**config.mk**
```make
export PLATFORM = sky130hd
export DESIGN_NAME = uart_rx_param
export DESIGN_NICKNAME = d
export VERILOG_FILES = /design/src/rtl/uart_pkg.sv /design/src/rtl/uart_rx_sampler.sv /design/src/rtl/uart_rx_param.sv
export SDC_FILE = /design/constraint.sdc
export NUM_CORES = 1
export LEC_CHECK = 0
export BUFFER_PORTS_ARGS = -buffer_cell sky130_fd_sc_hd__buf_2
export CAP_MARGIN = 20
export CORE_ASPECT_RATIO = 1.1
export CORE_MARGIN = 10
export CORE_UTILIZATION = 59
export DETAILED_ROUTE_END_ITERATION = 8
export PLACE_DENSITY = 0.78
export RECOVER_POWER = 50
export SYNTH_ARGS = -nofsm -noshare
export SYNTH_HDL_FRONTEND = slang
export SYNTH_HIERARCHICAL = 1
export SYNTH_SLANG_ARGS = --single-unit
export TNS_END_PERCENT = 10
```
**constraint.sdc**
```tcl
create_clock -name clk_3125 -period 2.5 [get_ports clk_3125]
set_input_delay 0.125 -clock clk_3125 [delete_from_list [all_inputs] [get_ports clk_3125]]
set_output_delay 0.125 -clock clk_3125 [all_outputs]
set_load 0.01 [all_outputs]
```
**src/rtl/uart_pkg.sv**
```systemverilog
// Shared types and helpers for the parametrised UART receiver.
package uart_pkg;

  typedef enum logic [2:0] {
    ST_IDLE,
    ST_START,
    ST_DATA,
    ST_PARITY,
    ST_STOP,
    ST_WAIT_HIGH
  } uart_rx_state_t;

  localparam logic [1:0] PAR_NONE = 2'd0;
  localparam logic [1:0] PAR_EVEN = 2'd1;
  localparam logic [1:0] PAR_ODD  = 2'd2;

  localparam logic [7:0] ERR_CHAR_DEFAULT = 8'h3F;
  localparam int unsigned MAX_DATA_BITS = 9;

  typedef struct packed {
    logic parity_bit;
    logic parity_err;
    logic frame_err;
  } rx_flags_t;

  // Parity bit a correct transmitter would send for this word (zero-extended data).
  function automatic logic expected_parity(input logic [MAX_DATA_BITS-1:0] data,
                                           input logic [1:0] mode);
    return (^data) ^ (mode == PAR_ODD);
  endfunction

  function automatic logic parity_error(input logic [MAX_DATA_BITS-1:0] data,
                                        input logic parity_bit,
                                        input logic [1:0] mode);
    return (mode != PAR_NONE) && (parity_bit != expected_parity(data, mode));
  endfunction

endpackage

```
**src/rtl/uart_rx_sampler.sv**
```systemverilog
// Input conditioning: 2-FF synchroniser plus 3-sample majority vote, idle-high reset.
module uart_rx_sampler (
  input  logic clk_3125,
  input  logic rst_n,
  input  logic rx,
  output logic rx_s,
  output logic vote_c
);

  logic       sync1;
  logic [1:0] hist;

  always_ff @(posedge clk_3125 or negedge rst_n) begin
    if (!rst_n) begin
      sync1 <= 1'b1;
      rx_s  <= 1'b1;
      hist  <= 2'b11;
    end else begin
      sync1 <= rx;
      rx_s  <= sync1;
      hist  <= {hist[0], rx_s};
    end
  end

  // Majority over the current and two previous synchronised samples.
  assign vote_c = (rx_s & hist[0]) | (rx_s & hist[1]) | (hist[0] & hist[1]);

endmodule

```
**src/rtl/uart_rx_param.sv**
```systemverilog
// Parametrised UART receiver: mid-bit voted sampling, error flags, valid/ready delivery.
module uart_rx_param
  import uart_pkg::*;
#(
  parameter int unsigned CLKS_PER_BIT = 27,
  parameter int unsigned DATA_BITS    = 8,
  parameter int unsigned PARITY_MODE  = 1,
  parameter int unsigned STOP_BITS    = 1,
  parameter int unsigned MSB_FIRST    = 1,
  parameter int unsigned ERR_SUBST    = 1,
  parameter logic [7:0]  ERR_CHAR     = ERR_CHAR_DEFAULT
) (
  input  logic                 clk_3125,
  input  logic                 rst_n,
  input  logic                 rx,
  output logic [DATA_BITS-1:0] rx_data,
  output logic                 rx_valid,
  input  logic                 rx_ready,
  output logic                 rx_parity_bit,
  output logic                 rx_parity_err,
  output logic                 rx_frame_err,
  output logic                 rx_overrun,
  output logic                 rx_busy
);

  localparam int unsigned HALF  = CLKS_PER_BIT / 2;
  localparam int unsigned CNT_W = $clog2(CLKS_PER_BIT);
  localparam int unsigned IDX_W = 4;

  localparam logic [1:0] PMODE  = 2'(PARITY_MODE);
  localparam bit         PAR_EN = (PMODE == PAR_EVEN) || (PMODE == PAR_ODD);

  localparam logic [DATA_BITS-1:0] ERR_WORD   = DATA_BITS'(ERR_CHAR);
  localparam logic [CNT_W-1:0]     START_LAST = CNT_W'(HALF - 1);
  localparam logic [CNT_W-1:0]     BIT_LAST   = CNT_W'(CLKS_PER_BIT - 1);
  localparam logic [IDX_W-1:0]     DATA_LAST  = IDX_W'(DATA_BITS - 1);
  localparam logic [IDX_W-1:0]     STOP_LAST  = IDX_W'(STOP_BITS - 1);

  logic rx_s;
  logic vote_c;

  uart_rx_sampler u_sampler (
    .clk_3125 (clk_3125),
    .rst_n    (rst_n),
    .rx       (rx),
    .rx_s     (rx_s),
    .vote_c   (vote_c)
  );

  uart_rx_state_t       state_q, state_n;
  logic [CNT_W-1:0]     cnt_q, cnt_n;
  logic [IDX_W-1:0]     idx_q, idx_n;
  logic [DATA_BITS-1:0] shreg_q, shreg_n;
  logic                 par_q, par_n;
  logic                 ferr_q, ferr_n;
  logic                 done_q, done_n;
  logic [DATA_BITS-1:0] word_q, word_n;
  rx_flags_t            flags_q, flags_n;

  logic bit_tick_c;
  logic frame_err_c;
  logic parity_err_c;

  assign bit_tick_c   = (cnt_q == BIT_LAST);
  assign frame_err_c  = ferr_q | ~vote_c;
  assign parity_err_c = parity_error(MAX_DATA_BITS'(shreg_q), par_q, PMODE);

  always_ff @(posedge clk_3125 or negedge rst_n) begin
    if (!rst_n) begin
      state_q <= ST_IDLE;
      cnt_q   <= '0;
      idx_q   <= '0;
      shreg_q <= '0;
      par_q   <= 1'b0;
      ferr_q  <= 1'b0;
      done_q  <= 1'b0;
      word_q  <= '0;
      flags_q <= '0;
      rx_busy <= 1'b0;
    end else begin
      state_q <= state_n;
      cnt_q   <= cnt_n;
      idx_q   <= idx_n;
      shreg_q <= shreg_n;
      par_q   <= par_n;
      ferr_q  <= ferr_n;
      done_q  <= done_n;
      word_q  <= word_n;
      flags_q <= flags_n;
      rx_busy <= (state_n != ST_IDLE);
    end
  end

  // Frame sequencing; the completed word is staged in word_q/flags_q for one cycle.
  always_comb begin
    state_n = state_q;
    cnt_n   = cnt_q;
    idx_n   = idx_q;
    shreg_n = shreg_q;
    par_n   = par_q;
    ferr_n  = ferr_q;
    done_n  = 1'b0;
    word_n  = word_q;
    flags_n = flags_q;

    case (state_q)
      ST_IDLE: begin
        cnt_n  = '0;
        ferr_n = 1'b0;
        par_n  = 1'b0;
        if (!rx_s) state_n = ST_START;
      end

      ST_START: begin
        if (cnt_q == START_LAST) begin
          cnt_n   = '0;
          idx_n   = '0;
          state_n = vote_c ? ST_IDLE : ST_DATA;
        end else begin
          cnt_n = cnt_q + CNT_W'(1);
        end
      end

      ST_DATA: begin
        if (bit_tick_c) begin
          cnt_n   = '0;
          shreg_n = (MSB_FIRST != 0) ? {shreg_q[DATA_BITS-2:0], vote_c}
                                     : {vote_c, shreg_q[DATA_BITS-1:1]};
          if (idx_q == DATA_LAST) begin
            idx_n   = '0;
            state_n = PAR_EN ? ST_PARITY : ST_STOP;
          end else begin
            idx_n = idx_q + IDX_W'(1);
          end
        end else begin
          cnt_n = cnt_q + CNT_W'(1);
        end
      end

      ST_PARITY: begin
        if (bit_tick_c) begin
          cnt_n   = '0;
          idx_n   = '0;
          par_n   = vote_c;
          state_n = ST_STOP;
        end else begin
          cnt_n = cnt_q + CNT_W'(1);
        end
      end

      ST_STOP: begin
        if (bit_tick_c) begin
          cnt_n  = '0;
          ferr_n = frame_err_c;
          if (idx_q == STOP_LAST) begin
            idx_n              = '0;
            done_n             = 1'b1;
            word_n             = ((ERR_SUBST != 0) && (parity_err_c || frame_err_c))
                                 ? ERR_WORD : shreg_q;
            flags_n.parity_bit = par_q;
            flags_n.parity_err = parity_err_c;
            flags_n.frame_err  = frame_err_c;
            // A low stop bit may be a break; wait for the line to recover first.
            state_n            = frame_err_c ? ST_WAIT_HIGH : ST_IDLE;
          end else begin
            idx_n = idx_q + IDX_W'(1);
          end
        end else begin
          cnt_n = cnt_q + CNT_W'(1);
        end
      end

      ST_WAIT_HIGH: begin
        if (rx_s) state_n = ST_IDLE;
      end

      default: state_n = ST_IDLE;
    endcase
  end

  // Output register: load when free or being handshaken, otherwise drop and flag overrun.
  always_ff @(posedge clk_3125 or negedge rst_n) begin
    if (!rst_n) begin
      rx_data       <= '0;
      rx_valid      <= 1'b0;
      rx_parity_bit <= 1'b0;
      rx_parity_err <= 1'b0;
      rx_frame_err  <= 1'b0;
      rx_overrun    <= 1'b0;
    end else begin
      if (done_q && (!rx_valid || rx_ready)) begin
        rx_data       <= word_q;
        rx_valid      <= 1'b1;
        rx_parity_bit <= flags_q.parity_bit;
        rx_parity_err <= flags_q.parity_err;
        rx_frame_err  <= flags_q.frame_err;
      end else if (rx_valid && rx_ready) begin
        rx_valid <= 1'b0;
      end

      if (done_q && rx_valid && !rx_ready) begin
        rx_overrun <= 1'b1;
      end else if (rx_valid && rx_ready) begin
        rx_overrun <= 1'b0;
      end
    end
  end

endmodule

```
==> impl_metrics.json, run 1 <==
{
  "synth-seq-area-share_pct": 52.7,
  "power_per_cell_area_nw_per_um2": 629,
  "worstHoldStart": "rx_ready",
  "dr.first_iter.drc_count": 54,
  "cts_made_buffers": 5,
  "clk_pin_slew_worst_paths_ps": 80,
  "dpl.cell_count": 276,
  "number_of_flops_mapped_to_enable_cells_by_yosys": 0,
  "clk_latency_ps": 300,
  "highest_layer": "met4",
  "via_count": 1629,
  "drt.antenna.violating_nets": 0,
  "worstHoldPathType": "in2reg",
  "maxCapViolations": 0,
  "fin_setup_tns_ps": 0,
  "final_cells": 286,
  "cts_tree": "yes",
  "finalWeightedCongestion": 0.796,
  "compound_gate_fraction_of_synth_area_pct": 10.5,
  "portBuffers": 17,
  "nNetsFinal": 242,
  "path_class": "reg2reg",
  "synth_cell_type_count": 50,
  "avgViaCountPerCell": 5.70,
  "hold_viol_final": 0,
  "worst_hold_path_cells": 2,
  "r2r_end": "rx_busy",
  "synthArstFlopShare_pct": 100,
  "fp.dieW_microns": 81.8,
  "synth_flop_cell": "dfrtp_1",
  "global_route_wire_length_before_repair_microns": 7420,
  "detailroute.wirelength.met2_microns": 2200,
  "groute.usage.overall_pct": 13.1,
  "tightestPinTransition_ps": 1230,
  "maxSlewHeadroom_pct": 17.9,
  "grt_start_max_net_pins": 53,
  "num_rows": 24,
  "period_needed_ps": 2040,
  "rsz0062_at_grt": "false",
  "floorplan.core_area_sq_um": 4020,
  "post_synth_xor_area_fraction_pct": 4.19,
  "routed-wl-met3_microns": 219,
  "ys_seq_elements": 52,
  "ctsResizeCount": 0,
  "worst-r2r-setup-slack_ps": 460,
  "synth.mux.area_fraction_pct": 9.95,
  "worst_hold_path.endpoint": "rx_overrun",
  "clk_root_buffer_cell": "clkbuf_8",
  "synth-simple-area-share_pct": 16.3,
  "routed_wirelength_microns": 4340,
  "chipHeight_microns": 88.0,
  "crit_path_start_kind": "flop",
  "detailed_place_hpwl_microns": 3170,
  "number_of_global_route_vias_before_repair": 1578,
  "number_of_antenna_violations_at_the_first_check_in_global_routing": 0,
  "total_leakage_power_uw": 0.00129,
  "drc": 0,
  "synthAdderAreaFrac_pct": 2.98,
  "ys_warns": 6,
  "cp_data_required_time_ps": 2680,
  "count_of_inserted_antenna_diode_cells": 0,
  "worstSetupEndpointType": "flop",
  "worst_r2r_path_depth": 5,
  "cts_buffer_depth": 2,
  "postSynthCellCount": 212,
  "fmax_mhz": 490,
  "gr-total-overflow": 0,
  "cts.htree.levels": 2,
  "irDropWorstVdd_uv": 379,
  "signed_area_change_from_the_synthesized_netlist_to_the_final_layout_pct": 9.39,
  "tritoncts_num_sinks": 52,
  "synth_top_family_by_area": "simple AND/OR/NAND/NOR gates",
  "outcome": "complete, no violations",
  "floorplan.initialDensity_pct": 61.6,
  "timing.final.setup_violations": 0,
  "timing.rr.start": "u_sampler/rx_s",
  "post_synth_instance_area_sq_um": 2480,
  "endpoint_arrival_time_on_the_critical_path_ps": 2220,
  "met1_length_microns": 1870,
  "finalClockSkew_ps": 10.0,
  "syn_area_per_cell_sq_um": 11.7,
  "drt_pass1_iterations": 4,
  "min_period_over_period_pct": 81.7,
  "top_level_ports": 18,
  "fraction_of_layout_instances_using_a_drive_strength_above_1_pct": 20.5,
  "timing.critical_path.fanout_max": 8,
  "slew_viol_final": 0,
  "die_area_sq_um": 7190,
  "synth_nets": 221,
  "wl_per_cell_microns": 15.2
}
-- power breakdown --
part | leakage, uW | internal [uW] | switching (uW)
sequential | 0.000694 | 883 | 56.8
clock | 0.0000552 | 297 | 259
combinational | 0.000546 | 85.6 | 124
total | 0.00129 | 1270 | 440
-- sequential cells by signal, indices dropped and copies added (netlist names), 2 cells and up --
name            cells
state_q             3
cnt_q               5
u_sampler/hist      2
rx_data             8
idx_q               4
word_q              8
flags_q             3
shreg_q             8
-- through the flow --
stage / hold WS (ps) / instance area (sq um) / total power (uW) / setup slack, ps / utilization [%]
after floorplan: -171 / 2480 / 1110 / 663 / -
after global placement: 236 / 2600 / 1160 / 538 / 64.6
after detailed placement: 237 / 2600 / 1170 / 446 / 64.6
after CTS: 5.77 / 2730 / 1730 / 464 / 67.8
after global routing: 5.81 / 2710 / 1800 / 254 / 67.4
final: 14.7 / 2710 / 1710 / 457 / 67.4
-- worst max path at each step --
| stage | from | end | slack, ps |
|---|---|---|---|
| floorplan | cnt_q[0] | shreg_q[0] | 660 |
| global placement | idx_q[0] | rx_busy | 540 |
| detailed placement | cnt_q[0] | idx_q[2] | 450 |
| CTS | cnt_q[0] | idx_q[2] | 460 |
| global route | cnt_q[0] | idx_q[2] | 250 |
| finish | u_sampler/rx_s | rx_busy | 460 |
-- cells by family after synthesis --
| group | after synthesis |
|---|---|
| and+or+nand+nor | 70 |
| DFF | 52 |
| AOI/OAI and AO/OA | 38 |
| muxes | 22 |
| buffers and inverters | 16 |
| xor gates and xnor gates | 8 |
| adders and majority gates | 6 |
-- cell usage after synthesis, types with 2 or more instances --
library cell | instances | share of area (%)
nand3b_1 | 3 | 0.91
ha_1 | 5 | 2.5
dfstp_2 | 4 | 4.2
clkbuf_1 | 3 | 0.45
nand2b_1 | 5 | 1.3
nor2b_1 | 4 | 1.0
nor3b_1 | 2 | 0.61
o22ai_1 | 2 | 0.50
a22oi_1 | 2 | 0.61
a32o_1 | 3 | 1.2
nor2_1 | 18 | 2.7
dfrtp_1 | 48 | 48
xor2_1 | 2 | 0.71
o211ai_1 | 2 | 0.61
mux2_2 | 21 | 9.5
and3_1 | 2 | 0.50
nand2_1 | 10 | 1.5
and4b_1 | 2 | 0.81
nand3_1 | 6 | 1.2
inv_1 | 7 | 1.1
buf_2 | 3 | 0.61
nor3_1 | 7 | 1.4
xnor2_1 | 4 | 1.4
buf_6 | 2 | 0.91
a21oi_1 | 11 | 2.2
o21ai_0 | 8 | 1.6
nor4_1 | 3 | 0.76
-- area by class of cell --
type                            instances  area, sq um
Sequential cell                        52         1310
Tap cell                               52         65.1
Fill cell                             313         1310
Clock buffer                            6         72.6
Timing Repair Buffer                   23          116
Inverter                                7         26.3
Clock inverter                          2         35.0
Multi-Input combinational cell        144         1090
-- routing by layer --
layer	up-vias	global-route usage [%]
li1	798	-
met1	794	15.4
met2	33	22.1
met3	4	3.48
met4	0	5.11
met5	-	0
-- worst max-delay path, cell delays in order, from the launching register on --
cell and delay (ps):
dfstp_1 610, maj3_2 290, nand2b_1 240, o31ai_4 300
o21ai_1 110, or3_1 380
-- placed cells by master, fill, tap and decap left out, types with 5 or more instances in the layout --
cell type	Yosys	routed
dfrtp_1	48	48
clkbuf_8	0	5
clkbuf_1	3	14
ha_1	5	5
nand2_1	10	10
inv_1	7	7
nand2b_1	5	5
mux2_2	21	21
nor2_1	18	18
o21ai_0	8	8
a21oi_1	11	11
nand3_1	6	6
nor3_1	7	7
-- repair_timing --
action / in CTS / in global routing
setup buffers: 0 / 0
hold buffers: 2 / 0
endpoints found under the hold margin: 49 / 0
Note: power is estimated with default switching activity, not from simulation.
==> inputs of run 2 (changes only) <==
==> constraint.sdc (replaced) <==
create_clock -name clk_3125 -period 2 [get_ports clk_3125]
set_input_delay 0.1 -clock clk_3125 [delete_from_list [all_inputs] [get_ports clk_3125]]
set_output_delay 0.1 -clock clk_3125 [all_outputs]
set_load 0.01 [all_outputs]
==> impl_metrics.json, run 2 (same netlist as run 1, synthesis figures left out) <==
{
  "outcome": "complete, no violations",
  "cts_tree": "yes",
  "dr.first_iter.drc_count": 35,
  "sequentialPowerShare_pct": 57.1,
  "irDropWorstVdd_uv": 549,
  "nNetsFinal": 254,
  "worst_path_largest_cell_delay_ps": 440,
  "gr-total-overflow": 0,
  "cell_internal_power_dissipation_uw": 1500,
  "tritoncts_num_sinks": 52,
  "fraction_of_layout_instances_using_a_drive_strength_above_1_pct": 26.4,
  "cp_data_required_time_ps": 2180,
  "die_area_sq_um": 7190,
  "signed_area_change_from_the_synthesized_netlist_to_the_final_layout_pct": 13.1,
  "finalClockSkew_ps": 9.86,
  "cts_made_buffers": 5,
  "final_cells": 298,
  "endpoint_arrival_time_on_the_critical_path_ps": 2060,
  "routed_wirelength_microns": 4350,
  "floorplan.core_area_sq_um": 4020,
  "count_of_inserted_antenna_diode_cells": 0,
  "hold_viol_final": 0,
  "detailed_place_hpwl_microns": 3150,
  "number_of_antenna_violations_at_the_first_check_in_global_routing": 0,
  "worstHoldPathType": "reg2reg",
  "groute.usage.overall_pct": 13.1,
  "fp.dieW_microns": 81.8,
  "drt.antenna.violating_nets": 0,
  "power_frac_clock_pct": 29.9,
  "timing.critical_path.fanout_max": 8,
  "maxCapViolations": 0,
  "clk_pin_slew_worst_paths_ps": 80,
  "global_route_wire_length_before_repair_microns": 7510,
  "via_count": 1680,
  "portBuffers": 17,
  "layout_top_registers": "rx_data: 8 flops, shreg_q: 8 flops, word_q: 8 flops",
  "path_class": "reg2reg",
  "worstSetupEndpointType": "flop",
  "top_level_ports": 18,
  "slew_viol_final": 0,
  "fill_cells": 307,
  "fmax_mhz": 533,
  "avgViaCountPerCell": 5.64,
  "drt_pass1_iterations": 4,
  "total_leakage_power_uw": 0.00134,
  "final_cell_mix": "dfrtp_1 (48), mux2_2 (21), nor2_1 (18), buf_4 (13), clkbuf_1 (13)",
  "floorplan.initialDensity_pct": 61.6,
  "timing.critical_path.cells": "inv_2 -> ha_1 -> or3b_4 -> o31ai_4 -> o21ai_1 -> or3_1",
  "grt_start_max_net_pins": 53,
  "power_per_cell_area_nw_per_um2": 736,
  "commonest_non_fill_non_tap_cell_in_the_layout": "dfrtp_1",
  "cts.htree.levels": 2,
  "min_period_over_period_pct": 93.8,
  "critical_path.slowest_cell": "or3b_4",
  "cts_buffer_depth": 2,
  "clk_latency_ps": 300,
  "fin_setup_tns_ps": 0,
  "chipHeight_microns": 88.0,
  "netSwitchingPower_uw": 563,
  "maxSlewHeadroom_pct": 17.9,
  "timing.final.setup_violations": 0,
  "clk_root_buffer_cell": "clkbuf_8",
  "hold_ws_ps": 367,
  "num_rows": 24,
  "drc": 0,
  "tightestPinTransition_ps": 1230,
  "period_needed_ps": 1880,
  "crit_path_start_kind": "flop",
  "wl_per_cell_microns": 14.6,
  "swShare_pct": 27.3,
  "finalWeightedCongestion": 0.813,
  "number_of_global_route_vias_before_repair": 1659,
  "dpl.cell_count": 283,
  "power.combinational.fraction_pct": 13.0,
  "rsz0062_at_grt": "false"
}
-- run 2: cell count changes in the layout (fill, tap and decap cells not counted), moves of 2 or more --
cell        before  now
inv_2            0    3
inv_1            7    4
clkinvlp_4       0    2
buf_4            3   13
-- run 2: final timing paths --
check,from,endpoint,slack (ps),depth (start not counted)
setup / recovery,idx_q[0],rx_busy,120,6
hold / removal,u_sampler/sync1,u_sampler/rx_s,370,0
setup reg to reg,idx_q[0],rx_busy,120,6
hold reg to reg,u_sampler/sync1,u_sampler/rx_s,370,0
max in group asynchronous,rst_n,idx_q[3],590,3
min in group asynchronous,rst_n,rx_valid,670,3
-- run 2: power by group through the flow --
stage	logic, uW	registers (uW)	clock network [uW]
4_1_cts	271	1180	640
5_1_grt	312	1190	684
2_1_floorplan	221	1170	0
3_3_place_gp	258	1190	0
3_5_place_dp	265	1200	0
6_report	268	1180	616
-- run 2: layout make-up --
| type | count | area, sq um | share of cell area, % |
|---|---|---|---|
| sequential | 52 | 1310 | 46.6 |
| multi-input combinational | 144 | 1090 | 39.0 |
| timing repair buffer | 35 | 213 | 7.59 |
| clock buffer | 6 | 82.6 | 2.95 |
| tap | 52 | 65.1 | 2.32 |
| inverter | 7 | 26.3 | 0.938 |
| clock inverter | 2 | 15.0 | 0.536 |
-- run 2: critical path, delay by kind of cell (launching register included) --
kind / cells / cell delay [ps]
adder cells (fa/ha/maj): 1 / 140
AND/OR/NAND/NOR: 2 / 820
buffers and inverters: 1 / 70
AO/OA/AOI/OAI: 2 / 320
flip-flops: 1 / 410
-- run 2: repair_timing --
action                                 CTS  global route
gates resized for setup                  1             6
hold buffers                             3             0
pin swaps                                0             3
buffers inserted                         0             3
endpoints found under the hold margin   50             0
setup endpoints to repair                1            10
cloned                                   0             1
-- run 2: per-stage QoR --
stage               setup WS, ps  instance area [sq um]  utilization, %  total power, uW
finish                       124                   2800            69.6             2060
global route                5.01                   2800            69.6             2190
CTS                         40.4                   2780            69.2             2090
detailed placement          9.86                   2650            66.0             1460
global placement            64.1                   2650            66.0             1450
floorplan                    163                   2480               -             1390
-- run 2: metal layers --
layer  vias up  part of all wire (%)  GRT usage [%]
li1        824                     -              -
met1       827                    43           15.1
met2        25                    51           23.1
met3         4                   5.0           3.59
met4         0                  0.83           3.72
met5         -                     0              0
